==> config.mk <==
export PLATFORM = sky130hd
export DESIGN_NAME = phy_reset_seq
export DESIGN_NICKNAME = d
export VERILOG_FILES = /design/src/rtl/phy_reset_seq.sv
export SDC_FILE = /design/constraint.sdc
export NUM_CORES = 1
export LEC_CHECK = 0
export BUFFER_PORTS_ARGS = -buffer_cell sky130_fd_sc_hd__buf_2
export CORE_UTILIZATION = 40
export DETAILED_ROUTE_END_ITERATION = 10
export GPL_TIMING_DRIVEN = 0
export HOLD_SLACK_MARGIN = 0.05
export PLACE_DENSITY = 0.6
export SYNTH_ARGS = -nofsm -noshare
export SYNTH_HDL_FRONTEND = slang
export SYNTH_SLANG_ARGS = --single-unit
==> constraint.sdc <==
create_clock -name clk -period 6.4 [get_ports clk]
set_clock_uncertainty 0.2 [all_clocks]
set_input_delay 0 -clock clk [delete_from_list [all_inputs] [get_ports clk]]
set_output_delay 0 -clock clk [all_outputs]
set_load 0.005 [all_outputs]
==> src/rtl/phy_reset_seq.sv <==
// Power-up / recovery reset sequencer: waits for a stable PLL lock, pulses the PHY
// reset, lets the PHY settle, then releases the core reset. A debounced button press restarts the PHY reset.
module phy_reset_seq #(
  parameter int LOCK_STABLE_CYCLES = 2500000,
  parameter int PHY_RESET_CYCLES   = 500000,
  parameter int PHY_SETTLE_CYCLES  = 250000,
  parameter int DEBOUNCE_CYCLES    = 1000000
) (
  input  logic       clk,
  input  logic       reset_n,
  input  logic       pll_locked,
  input  logic       button,
  output logic       phy_reset_n,
  output logic       sys_reset_n,
  output logic       ready,
  output logic [2:0] state,
  output logic [7:0] seq_count
);

  localparam int MAX_LR  = (LOCK_STABLE_CYCLES > PHY_RESET_CYCLES) ? LOCK_STABLE_CYCLES : PHY_RESET_CYCLES;
  localparam int MAX_CYC = (MAX_LR > PHY_SETTLE_CYCLES) ? MAX_LR : PHY_SETTLE_CYCLES;
  localparam int CNT_W   = $clog2(MAX_CYC) + 1;
  localparam int DB_W    = $clog2(DEBOUNCE_CYCLES) + 1;

  localparam logic [CNT_W-1:0] L_TC   = CNT_W'(LOCK_STABLE_CYCLES - 1);
  localparam logic [CNT_W-1:0] R_TC   = CNT_W'(PHY_RESET_CYCLES - 1);
  localparam logic [CNT_W-1:0] S_TC   = CNT_W'(PHY_SETTLE_CYCLES - 1);
  localparam logic [CNT_W-1:0] CNT_1  = CNT_W'(1);
  localparam logic [DB_W-1:0]  DB_TC  = DB_W'(DEBOUNCE_CYCLES);
  localparam logic [DB_W-1:0]  DB_1   = DB_W'(1);

  typedef enum logic [2:0] {
    WAIT_LOCK  = 3'd0,
    LOCK_WAIT  = 3'd1,
    PHY_RESET  = 3'd2,
    PHY_SETTLE = 3'd3,
    RUN        = 3'd4
  } state_t;

  state_t            state_q, state_nxt;
  logic [CNT_W-1:0]  cnt_q, cnt_nxt;
  logic              lock_p0, lock_p1;
  logic              btn_p0, btn_p1;
  logic              db_level, db_level_d;
  logic [DB_W-1:0]   db_cnt;
  logic              press;

  // Stage p0 -> p1: two-flop synchronizers for the asynchronous inputs
  always_ff @(posedge clk or negedge reset_n) begin
    if (!reset_n) begin
      lock_p0 <= 1'b0;
      lock_p1 <= 1'b0;
      btn_p0  <= 1'b0;
      btn_p1  <= 1'b0;
    end else begin
      lock_p0 <= pll_locked;
      lock_p1 <= lock_p0;
      btn_p0  <= button;
      btn_p1  <= btn_p0;
    end
  end

  // Debounce: the level flips once the synced button has disagreed with it long enough
  always_ff @(posedge clk or negedge reset_n) begin
    if (!reset_n) begin
      db_level   <= 1'b0;
      db_level_d <= 1'b0;
      db_cnt     <= '0;
    end else begin
      db_level_d <= db_level;
      if (btn_p1 != db_level) begin
        if (db_cnt == DB_TC) begin
          db_level <= btn_p1;
          db_cnt   <= '0;
        end else begin
          db_cnt <= db_cnt + DB_1;
        end
      end else begin
        db_cnt <= '0;
      end
    end
  end

  assign press = db_level & ~db_level_d;

  always_comb begin
    state_nxt = state_q;
    cnt_nxt   = cnt_q;
    if (state_q != WAIT_LOCK && !lock_p1) begin
      state_nxt = WAIT_LOCK;
      cnt_nxt   = '0;
    end else begin
      case (state_q)
        WAIT_LOCK: begin
          if (lock_p1) begin
            state_nxt = LOCK_WAIT;
            cnt_nxt   = '0;
          end
        end
        LOCK_WAIT: begin
          if (cnt_q == L_TC) begin
            state_nxt = PHY_RESET;
            cnt_nxt   = '0;
          end else begin
            cnt_nxt = cnt_q + CNT_1;
          end
        end
        PHY_RESET: begin
          if (press) begin
            cnt_nxt = '0;
          end else if (cnt_q == R_TC) begin
            state_nxt = PHY_SETTLE;
            cnt_nxt   = '0;
          end else begin
            cnt_nxt = cnt_q + CNT_1;
          end
        end
        PHY_SETTLE: begin
          if (press) begin
            state_nxt = PHY_RESET;
            cnt_nxt   = '0;
          end else if (cnt_q == S_TC) begin
            state_nxt = RUN;
            cnt_nxt   = '0;
          end else begin
            cnt_nxt = cnt_q + CNT_1;
          end
        end
        RUN: begin
          if (press) begin
            state_nxt = PHY_RESET;
            cnt_nxt   = '0;
          end
        end
        default: begin
          state_nxt = WAIT_LOCK;
          cnt_nxt   = '0;
        end
      endcase
    end
  end

  // Outputs decode the next state so they move on the same edge as state
  always_ff @(posedge clk or negedge reset_n) begin
    if (!reset_n) begin
      state_q     <= WAIT_LOCK;
      cnt_q       <= '0;
      phy_reset_n <= 1'b0;
      sys_reset_n <= 1'b0;
      ready       <= 1'b0;
      seq_count   <= 8'd0;
    end else begin
      state_q     <= state_nxt;
      cnt_q       <= cnt_nxt;
      phy_reset_n <= (state_nxt == PHY_SETTLE) || (state_nxt == RUN);
      sys_reset_n <= (state_nxt == RUN);
      ready       <= (state_nxt == RUN);
      if (state_q == PHY_SETTLE && state_nxt == RUN && seq_count != 8'hFF)
        seq_count <= seq_count + 8'd1;
    end
  end

  assign state = state_q;

endmodule
# After elaboration in Yosys (flattened, before gate mapping)
# Cells that the tools add are included.
[word_totals] ff_bits=63 inputBits=4 output_inout_bits=14 wordCells=60
[op_classes] n_eq_ne=14 n_bitwise=2 mux=20 n_reduce_logical=9 addsub=3
[ops] cell="23-bit two-way mux" n=8
[ops] cell="23-bit case mux with 5 select lines" n=1
[ops] cell="21-bit two-way mux" n=2
[ops] cell="3-bit two-way mux" n=8
[ops] cell="23-bit by 1-bit adder with 23-bit output, second input constant" n=1
[ops] cell="23-bit by 18-bit equality test with 1-bit output, second input constant" n=1
[ops] cell="23-bit by 19-bit equality test with 1-bit output, second input constant" n=1
[ops] cell="23-bit by 22-bit equality test with 1-bit output, second input constant" n=1
[ops] cell="21-bit by 1-bit adder with 21-bit output, second input constant" n=1
[ops] cell="21-bit by 20-bit equality test with 1-bit output, second input constant" n=1
[ops] cell="3-bit case mux with 5 select lines" n=1
[ops] cell="3-bit by 2-bit equality test with 1-bit output, second input constant" n=3
[ops] cell="8-bit by 1-bit adder with 8-bit output, second input constant" n=1
[ops] cell="8-bit inequality test, second input constant" n=1
[ops] cell="3-bit equality test, second input constant" n=2
[ops] cell="3-bit inequality test, second input constant" n=2
[ops] cell="2-bit AND reduction" n=2
[ops] cell="3-bit by 1-bit equality test with 1-bit output, second input constant" n=1
[ops] cell="1-bit logical AND" n=3
[ops] cell="3-bit logical NOT" n=1
[ops] cell="3-bit nonzero test" n=1
[ops] cell="1-bit bitwise AND" n=1
[ops] cell="1-bit logical NOT" n=1
[ops] cell="1-bit logical OR" n=1
[ops] cell="2 further kinds" n=2

# Depth between registers and ports, before layout
# Gate-level depths: netlist of the first run.
[logic_depth] ltp_word=8 depth_mapped=8 mapped_depth_nobuf=7

# Worst setup path after synthesis of the first run
# Ideal clock, no wire load.
[synth_timing] path_kind="flip-flop to flip-flop" startpoint="register cnt_q[0]" endpoint="register cnt_q[13]" synth_period_minus_slack_ps=2155 path_slack_ps=4245 required_ps=6118 n_path_buf=1 arrival_time_ps=1874 setup_ps=82 stages_incl_launch_ff=9 cell_sequence="dfrtp_1 ha_1 and3_1 nand4b_1 o21ai_0 o22ai_1 buf_2 o21ai_0 a31oi_1"
[synth_between] elab_chain_len=5 elab_cells_between_ends=11 classes_between="add/sub: 1; eq/ne: 3; mux: 7"
[synth_lines] element="start: declaration" line="41" rtl="logic [CNT_W-1:0] cnt_q, cnt_nxt;"
[synth_lines] element="start signal: assignment" line="154" rtl="cnt_q <= cnt_nxt;"
[synth_lines] element="23-bit by 1-bit adder with 23-bit output (tied with other cells)" line="105, 115, 126"
[synth_lines] element="23-bit two-way mux (on tied branches)" line="122, 111"
[synth_lines] element="23-bit two-way mux (on tied branches)" line="119, 109"
[synth_lines] element="23-bit case mux with 5 select lines (*)" line="93" rtl="case (state_q)"
[synth_lines] element="23-bit two-way mux (*)" line="89" rtl="if (state_q != WAIT_LOCK && !lock_p1) begin"
# Mark *: on every way between the ends. The rest lies on a longest branch, timed or not.
# A chain may end at the register's enable or synchronous reset.

# Worst setup path after layout of the first run
[layout_timing] startpoint="register cnt_q[0]" endpoint="register cnt_q[12]"
# Same word-level chain as after synthesis.

==> results, run 1 <==
- The cell class contributing the biggest share of worst-path delay is compound AO/OA/AOI/OAI gates.
- The height of the die is 93.5 um.
- The count of final hold-check violations is 0.
- The Yosys step of the flow raised 0 warnings.
- In the routed design, unresolved DRC markers number 0.
- The floorplan has 33 rows.
- The buffering stage count on the worst path with inverters included is 1.
- Dividing the detail-routed wire length by the instance count gives 13.4 um.
- The clock passes through at most 2 buffers.
- Cells with a size suffix above 1 make up 15.2% of the layout.
- The total detailed-routing wirelength is 6540 um.
- The count of state elements after synthesis is 63.
- In this run the tool buffered the top-level ports with 17 buffer cells.
- The total of endpoints with negative setup slack in the final report is 0.
- Adding up every negative setup slack in the final design gives 0 ps.
- The fraction of registers with async set or reset after synthesis is 100%.
- The number of diodes is 0.
- The area of the die is 0.00874 sq mm.
- The largest net degree at the start of global routing is 64.
- Buffers added to address setup during post-CTS repair amount to 0.
- The mean area per synthesized cell is 9.68 sq um.
- The flow ran to the end, and the final reports show no timing, DRC or antenna violations.
- The post-synthesis sequential area ratio is 47.1%.
- The slack of the critical path is 3730 ps.
- At the worst endpoint, the arrival time is 2720 ps.
- The most repeated library cell on the critical path is sky130_fd_sc_hd__o21ai_0.
- The horizontal die dimension is 93.5 um.
- The design area is between 0.003 and 0.004 sq mm.
- The tool flagged a number of max-cap violations equal to 0.
- The count of cells in the finished layout, fillers not included, comes to 487.
- The deepest level of the CTS H-tree is 3.
- The number of top-level design ports is 18.
- In this run the power density over the cells is 227 mW/mm^2.
- TritonCTS built the clock tree.
- The relative slew slack is a little under half.
- Counting flops with a built-in enable in the synthesized netlist gives 0.
- The region available for standard cell placement spans 0.00818 sq mm.
- Traced cell by cell, the critical path runs through ha_1 > and3_1 > nand4b_1 > o21ai_0 > o22ai_1 > clkbuf_1 > o21ai_0 > o21ai_0.
- The filler cell count is ~800.
- The overall via count from detail_route is 2559.
- For the worst-skew pair, the clock arrives at the later sink with an insertion delay of roughly 340 ps.
- The clock slew seen by the registers of the worst setup and hold paths is 80 ps.
- The number of DRC violations after detailed-routing iteration 0 is 126.
- The clock drives 63 sinks.
- Based on the critical path, the design can be clocked at up to 375 MHz.
- The class of the most critical setup path is reg -> reg.
- After detailed routing, the number of vias per cell comes to 5.25.
- The remaining number of nets flagged by the antenna check after routing is 0.
- The actual transition at the worst max-transition pin is 794 ps.
- Once the floorplan was initialized, standard cells occupied between 40% and 50% of the core.
- The congestion estimate from routability-driven global placement came to just under 0.8.
- The delay of the slowest cell on the worst path is 470 ps.
- Across the VDD grid, the largest voltage drop is ~0.00012 V.
- The leading register cell type out of synthesis is sky130_fd_sc_hd__dfrtp_1.
- Setup repair after global routing left no endpoint under its margin.
- After synthesis the cells add up to 0.00335 sq mm.
- By area the synthesized netlist is led by sky130_fd_sc_hd__dfrtp_1 (47%), sky130_fd_sc_hd__nor2_1 (6.2%), sky130_fd_sc_hd__xnor2_1 (5.5%).
- The number of antenna violations at the first check in global routing is 0.
- The biggest fanout along the worst timing path is 10.
- The top-area cell type share of the netlist area is 47.1%.
- The library cell used most frequently in the layout, excluding fill and tap cells, is sky130_fd_sc_hd__dfrtp_1.
- The layout overhead on the synthesized area is 14.1%.
- The worst hold slack is 92.4 ps.
- Clock tree synthesis selected as its root buffer the cell sky130_fd_sc_hd__clkbuf_8.
- The element type at the critical path start is a flip-flop.
- The required time at the worst-slack endpoint is around 6500 ps.
- The number of global-route vias before repair was 2354.
- The total instance count after detailed placement is 468.
- The final layout contains 385 nets.
- The slowest stage of the critical path belongs to the cell sky130_fd_sc_hd__clkbuf_1.
- The shortest period the worst path allows is 2670 ps.
- Synthesis produced a netlist whose cell count is 346.
- The placed standard-cell area is about 0.0036 sq mm.
- The class of the tightest hold or removal check is in -> async.
- Leaving out fill and tap cells, the most frequent cells in the layout are sky130_fd_sc_hd__dfrtp_1 (63), sky130_fd_sc_hd__nor2_1 (55), sky130_fd_sc_hd__nand3_1 (22).
- The worst setup path is captured at a flip-flop.
- The biggest area consumer among synthesized cells is sky130_fd_sc_hd__dfrtp_1.
- The all-layer global routing usage is 16.3%.
- Counting the buffers created by CTS gives 9.
- For this run the aggregate overflow at the end of global routing stands at 0.
- After legalization and detailed placement, the total HPWL measured 4430 um.
- The max-slew violation total from the final report is 0.
- The post-place setup slack is 3790 ps.
- The number of optimization iterations in the first detailed-route pass is 4.
- The share of the clock period used by the worst path is 41.7%.
- Counting every net in the synthesized netlist gives 354.
- The count of distinct cell types in the synthesized netlist is 48.
- Summed over all cells, the static leakage comes to 0.00168 uW.
- The first global-routing pass estimated 11100 um of wire.
-- report_power, final --
group	switching, uW	leakage (uW)	internal (uW)
clock network	164	0.000111	222
logic	40.0	0.000711	21.6
registers	11.8	0.000864	408
-- logic make-up (layout without fill, tap and decap cells) --
group,count (synthesis),after routing,share of synthesized area [%]
DFF,63,63,47.1
muxes,3,3,1.01
adders and majority gates,4,4,1.49
xor gates and xnor gates,35,35,9.15
AOI/OAI and AO/OA,51,51,10.5
buffers and inverters,31,67,3.77
and+or+nand+nor,159,159,27.0
-- final cells by class --
cell class	count	area (sq um)	share of cell area, %
Buffer	14	62.6	1.64
Clock buffer	10	128	3.34
Tap cell	105	131	3.44
Multi-Input combinational cell	252	1650	43.1
Clock inverter	6	95.1	2.49
Inverter	17	63.8	1.67
Timing Repair Buffer	20	118	3.08
Sequential cell	63	1580	41.3
-- Yosys cell counts, drive strengths merged (6+ instances only) --
cell / instances
dfrtp: 63
and3: 6
nor2: 58
nor3: 12
inv: 17
xnor2: 21
nand3: 22
a22o: 8
a21oi: 12
xor2: 14
nand2: 17
nand4: 14
o21ai: 11
clkbuf: 8
buf: 6
nor4: 6
-- worst register-to-register path, delay by kind of cell, from the launching register on --
kind                     cells  cell delay (ps)
AO/OA/AOI/OAI                4              740
AND/OR/NAND/NOR              2              490
buffers and inverters        1              470
flip-flops                   1              430
adder cells (fa/ha/maj)      1              260
-- sequential cells by signal (all words and copies together), names as in the netlist --
signal       flops
btn_p0           1
btn_p1           1
cnt_q           23
db_cnt          21
db_level         1
db_level_d       1
lock_p0          1
lock_p1          1
phy_reset_n      1
ready            1
seq_count        8
state            3
-- through the flow --
stage	power, uW	utilization (%)
after floorplan	465	-
after detailed placement	488	43.6
after global routing	902	46.7
after CTS	878	46.7
final	867	46.7
after global placement	487	43.6
-- final timing paths --
path	from	endpoint	slack, ps	depth (start not counted)
worst max register to register	cnt_q[0]	cnt_q[12]	3730	8
worst min-delay path	reset_n	cnt_q[0]	90	2
min in group clk	pll_locked	lock_p0	100	2
max in group asynchronous	reset_n	db_cnt[5]	5390	2
worst min register to register	lock_p0	lock_p1	150	0
worst max-delay path	cnt_q[0]	cnt_q[12]	3730	8
-- timing repair --
item	4_1_cts	5_1_grt
resized for setup	0	0
endpoints found under the hold margin	65	0
hold buffers	3	0
-- routing by layer --
layer / vias to the layer above / GRT usage (%) / routed length, um
li1: 1275 / - / -
met1: 1244 / 21.7 / 3270
met2: 36 / 25.7 / 3050
met3: 4 / 3.90 / 188
met4: 0 / 6.15 / 37
met5: - / 0 / 0
Power figures use the tool's default switching activity.
==> run 2, diff against run 1 <==
- PLACE_DENSITY: 0.6 -> 0.62
- clock period: 6.4 -> 2.38 ns (I/O delays scaled with it)
==> run 2 against run 1 <==
Global-route usage grew 0.54 points. First-iteration DRC count shrank 19%. Largest power group unchanged. Worst setup slack lost 3600 ps.
==> results, run 2 (synthesis gave the netlist of run 1 again) <==
- The run finished with clean final reports.
- The highest achievable clock rate is 441 MHz (+18%).
- The path class of the tightest hold or removal check is in -> async.
- The critical path goes through nand2b_1 > a21oi_1 > o311ai_2 > o31a_1 > o22a_1.
- The total of endpoints with negative setup slack in the final report is 0 (unchanged).
- The switching fraction of total power was 27.9% (+3.0 points).
- The total leakage power is 0.00174 uW (+3.2%).
- The top cell types in the final layout, fill and taps aside, are sky130_fd_sc_hd__dfrtp_1 (60), sky130_fd_sc_hd__nor2_1 (52), sky130_fd_sc_hd__nand3_1 (22).
- The core region area is 0.00818 sq mm (unchanged).
- The max-slew violation total from the final report is 0 (unchanged).
- The number of buffers on the longest clock path is 2 (unchanged).
- The number of clock sinks seen by CTS is 63 (unchanged).
- The total net switching power is 598 uW (+180%).
- The number of remaining DRC errors is 0 (unchanged).
- The total detailed-routing wirelength is 6870 um (+5.0%).
- The element type at the critical path start is a flip-flop.
- The met2 routed wirelength is 3150 um (+3.1%).
- The clock latency on the worst-skew pair is 350 ps (about the same).
- The largest net degree at the start of global routing came to 64 (unchanged).
- The slack of the critical path came to 112 ps (-3620 ps).
- The number of placement rows is 33 (unchanged).
- The remaining number of nets flagged by the antenna check after routing is 0 (unchanged).
- The largest vdd supply drop was 0.000314 V (+170%).
- The tree is rooted in a sky130_fd_sc_hd__clkbuf_8.
- The clock network power share is 38.3% (-6.2 points).
- The routed length on met3 is 262 um (+39%).
- The clock tree from TritonCTS is done.
- The number of flip-flops in the largest register is 23 (unchanged).
- The most common cell after layout, fill and taps aside is sky130_fd_sc_hd__dfrtp_1.
- The class of the most critical setup path is reg -> reg.
- The cell family contributing the most delay on the critical path is compound AO/OA/AOI/OAI gates.
- The shortest period the worst path allows came to 2270 ps (-399 ps).
- The horizontal die dimension is 93.5 um (unchanged).
- The net total in the final layout was 395 (+2.6%).
- The number of diodes is 0 (unchanged).
- The height of the die is 93.5 um (unchanged).
- The TritonCTS buffer count came to 9 (unchanged).
- The total grt overflow is 0 (unchanged).
- The number of optimization iterations in the first detailed-route pass was 4 (unchanged).
- The largest registers in the layout are cnt_q: 23 flops, db_cnt: 21 flops, seq_count: 8 flops.
- The required time at the worst-slack endpoint came to 2410 ps (-4040 ps).
- The share of the clock period used by the worst path is 95.3% (+54 points).
- The wire length per cell came to 13.9 um (+3.1%).
- The buffering stage count on the worst path with inverters included is 0 (-1).
- The routed metal-1 wirelength came to 3400 um (+4.2%).
- The all-layer global routing usage is 16.9% (+0.54 points).
- The data arrival time at the worst-slack endpoint is 2290 ps (-430 ps).
- The proportion of layout cells with a drive suffix above 1 is 21.2% (+6.0 points).
- The number of input and output port buffers inserted came to 17 (unchanged).
- After detailed routing, no signal wire sits above met4.
- Among all stages on the critical path, the largest delay is contributed by sky130_fd_sc_hd__a21oi_1.
- The number of max-capacitance violations reported is 0 (unchanged).
- The number of global-route vias before repair is 2465 (+4.7%).
- cnt_q holds more flip-flops than any other register.
- The biggest fanout along the worst timing path came to 8 (-2).
- The number of DRC violations after detailed-routing iteration 0 is 102 (-19%).
- The cell-internal power is 1550 uW (+140%).
- The placed wire-length estimate came to 4420 um (-0.21%).
- The post-place setup slack is -182 ps (-3970 ps).
- The power share of the combinational group is 9.0% (+1.9 points).
- The area of the die is 0.00874 sq mm (unchanged).
- The power density of the placed cells is 544 mW/mm^2 (+140%).
- The part of the power in registers is 52.7% (+4.3 points).
- The deepest level of the CTS H-tree came to 3 (unchanged).
- The relative slew slack came to 47.1% (about the same).
- The number of antenna violations at the first check in global routing was 0 (unchanged).
- The overall via count from detail_route is 2622 (+2.5%).
- The wire length of the first global-routing pass is 11500 um (+3.5%).
- The routability congestion estimate from global placement is 0.805 (+3.3%).
- The delay of the slowest cell on the worst path is 530 ps (+60 ps).
- Setup repair after global routing could not meet its margin everywhere.
- The layout overhead on the synthesized area is 17.8%.
- The clock slew seen by the registers of the worst setup and hold paths came to 80 ps (about the same).
- The number of top-level design ports was 18 (unchanged).
- The starting utilization of the core area is 41.0% (unchanged).
- The setup total negative slack came to 0 ps (unchanged).
- The actual transition at the worst max-transition pin was 794 ps (-0.515 ps).
- STA classifies the critical path endpoint as a flip-flop.
- The via-per-instance ratio is 5.29 (+0.60%).
- The count of final hold-check violations is 0 (unchanged).
[run 2: power by group through the flow]
| stage | clock network (uW) | registers, uW | logic [uW] |
|---|---|---|---|
| floorplan | 0 | 1140 | 109 |
| global placement | 0 | 1150 | 160 |
| detailed placement | 0 | 1150 | 165 |
| CTS | 852 | 1130 | 180 |
| global route | 901 | 1140 | 217 |
| finish | 821 | 1130 | 193 |
[run 2: worst paths after layout]
kind	slack, ps	from	endpoint	cells after the start
setup / recovery	110	db_level_d	cnt_q[14]	5
hold / removal	70	reset_n	cnt_q[18]	2
setup reg to reg	110	db_level_d	cnt_q[14]	5
hold reg to reg	150	lock_p0	lock_p1	0
max in group asynchronous	1360	reset_n	cnt_q[6]	2
min in group clk	90	button	btn_p0	2
[run 2: layout make-up]
| type | instances | area (sq um) |
|---|---|---|
| fillers | 808 | 4230 |
| multi-input cells | 252 | 1720 |
| flip-flops and latches | 63 | 1580 |
| repair buffers | 32 | 209 |
| well taps | 105 | 131 |
| clock buffers | 9 | 124 |
| plain buffers | 12 | 68.8 |
| inverters | 17 | 63.8 |
| clock inverters | 6 | 46.3 |
[run 2: repair_timing]
item	4_1_cts	5_1_grt
hold endpoints to repair	65	0
buffers inserted	3	8
hold buffers	3	0
endpoints found under the setup margin	25	33
resized for setup	5	22
pin swaps	3	10
cloned	0	1
[run 2: per-layer routing]
metal	vias to the layer above	global-route usage [%]
li1	1301	-
met1	1274	22.8
met2	40	25.9
met3	7	5.12
met4	0	5.00
met5	-	0
[run 2: through the flow]
step / hold slack (ps) / cell area (sq um) / util [%] / power (uW) / std cells
floorplan: -496 / 3350 / - / 1250 / 346
global placement: -91.1 / 3570 / 43.6 / 1310 / 468
detailed placement: -88.7 / 3570 / 43.6 / 1320 / 468
CTS: 72.5 / 3810 / 46.6 / 2160 / 489
global route: 70.3 / 3950 / 48.3 / 2250 / 496
finish: 74.6 / 3950 / 48.3 / 2150 / 496
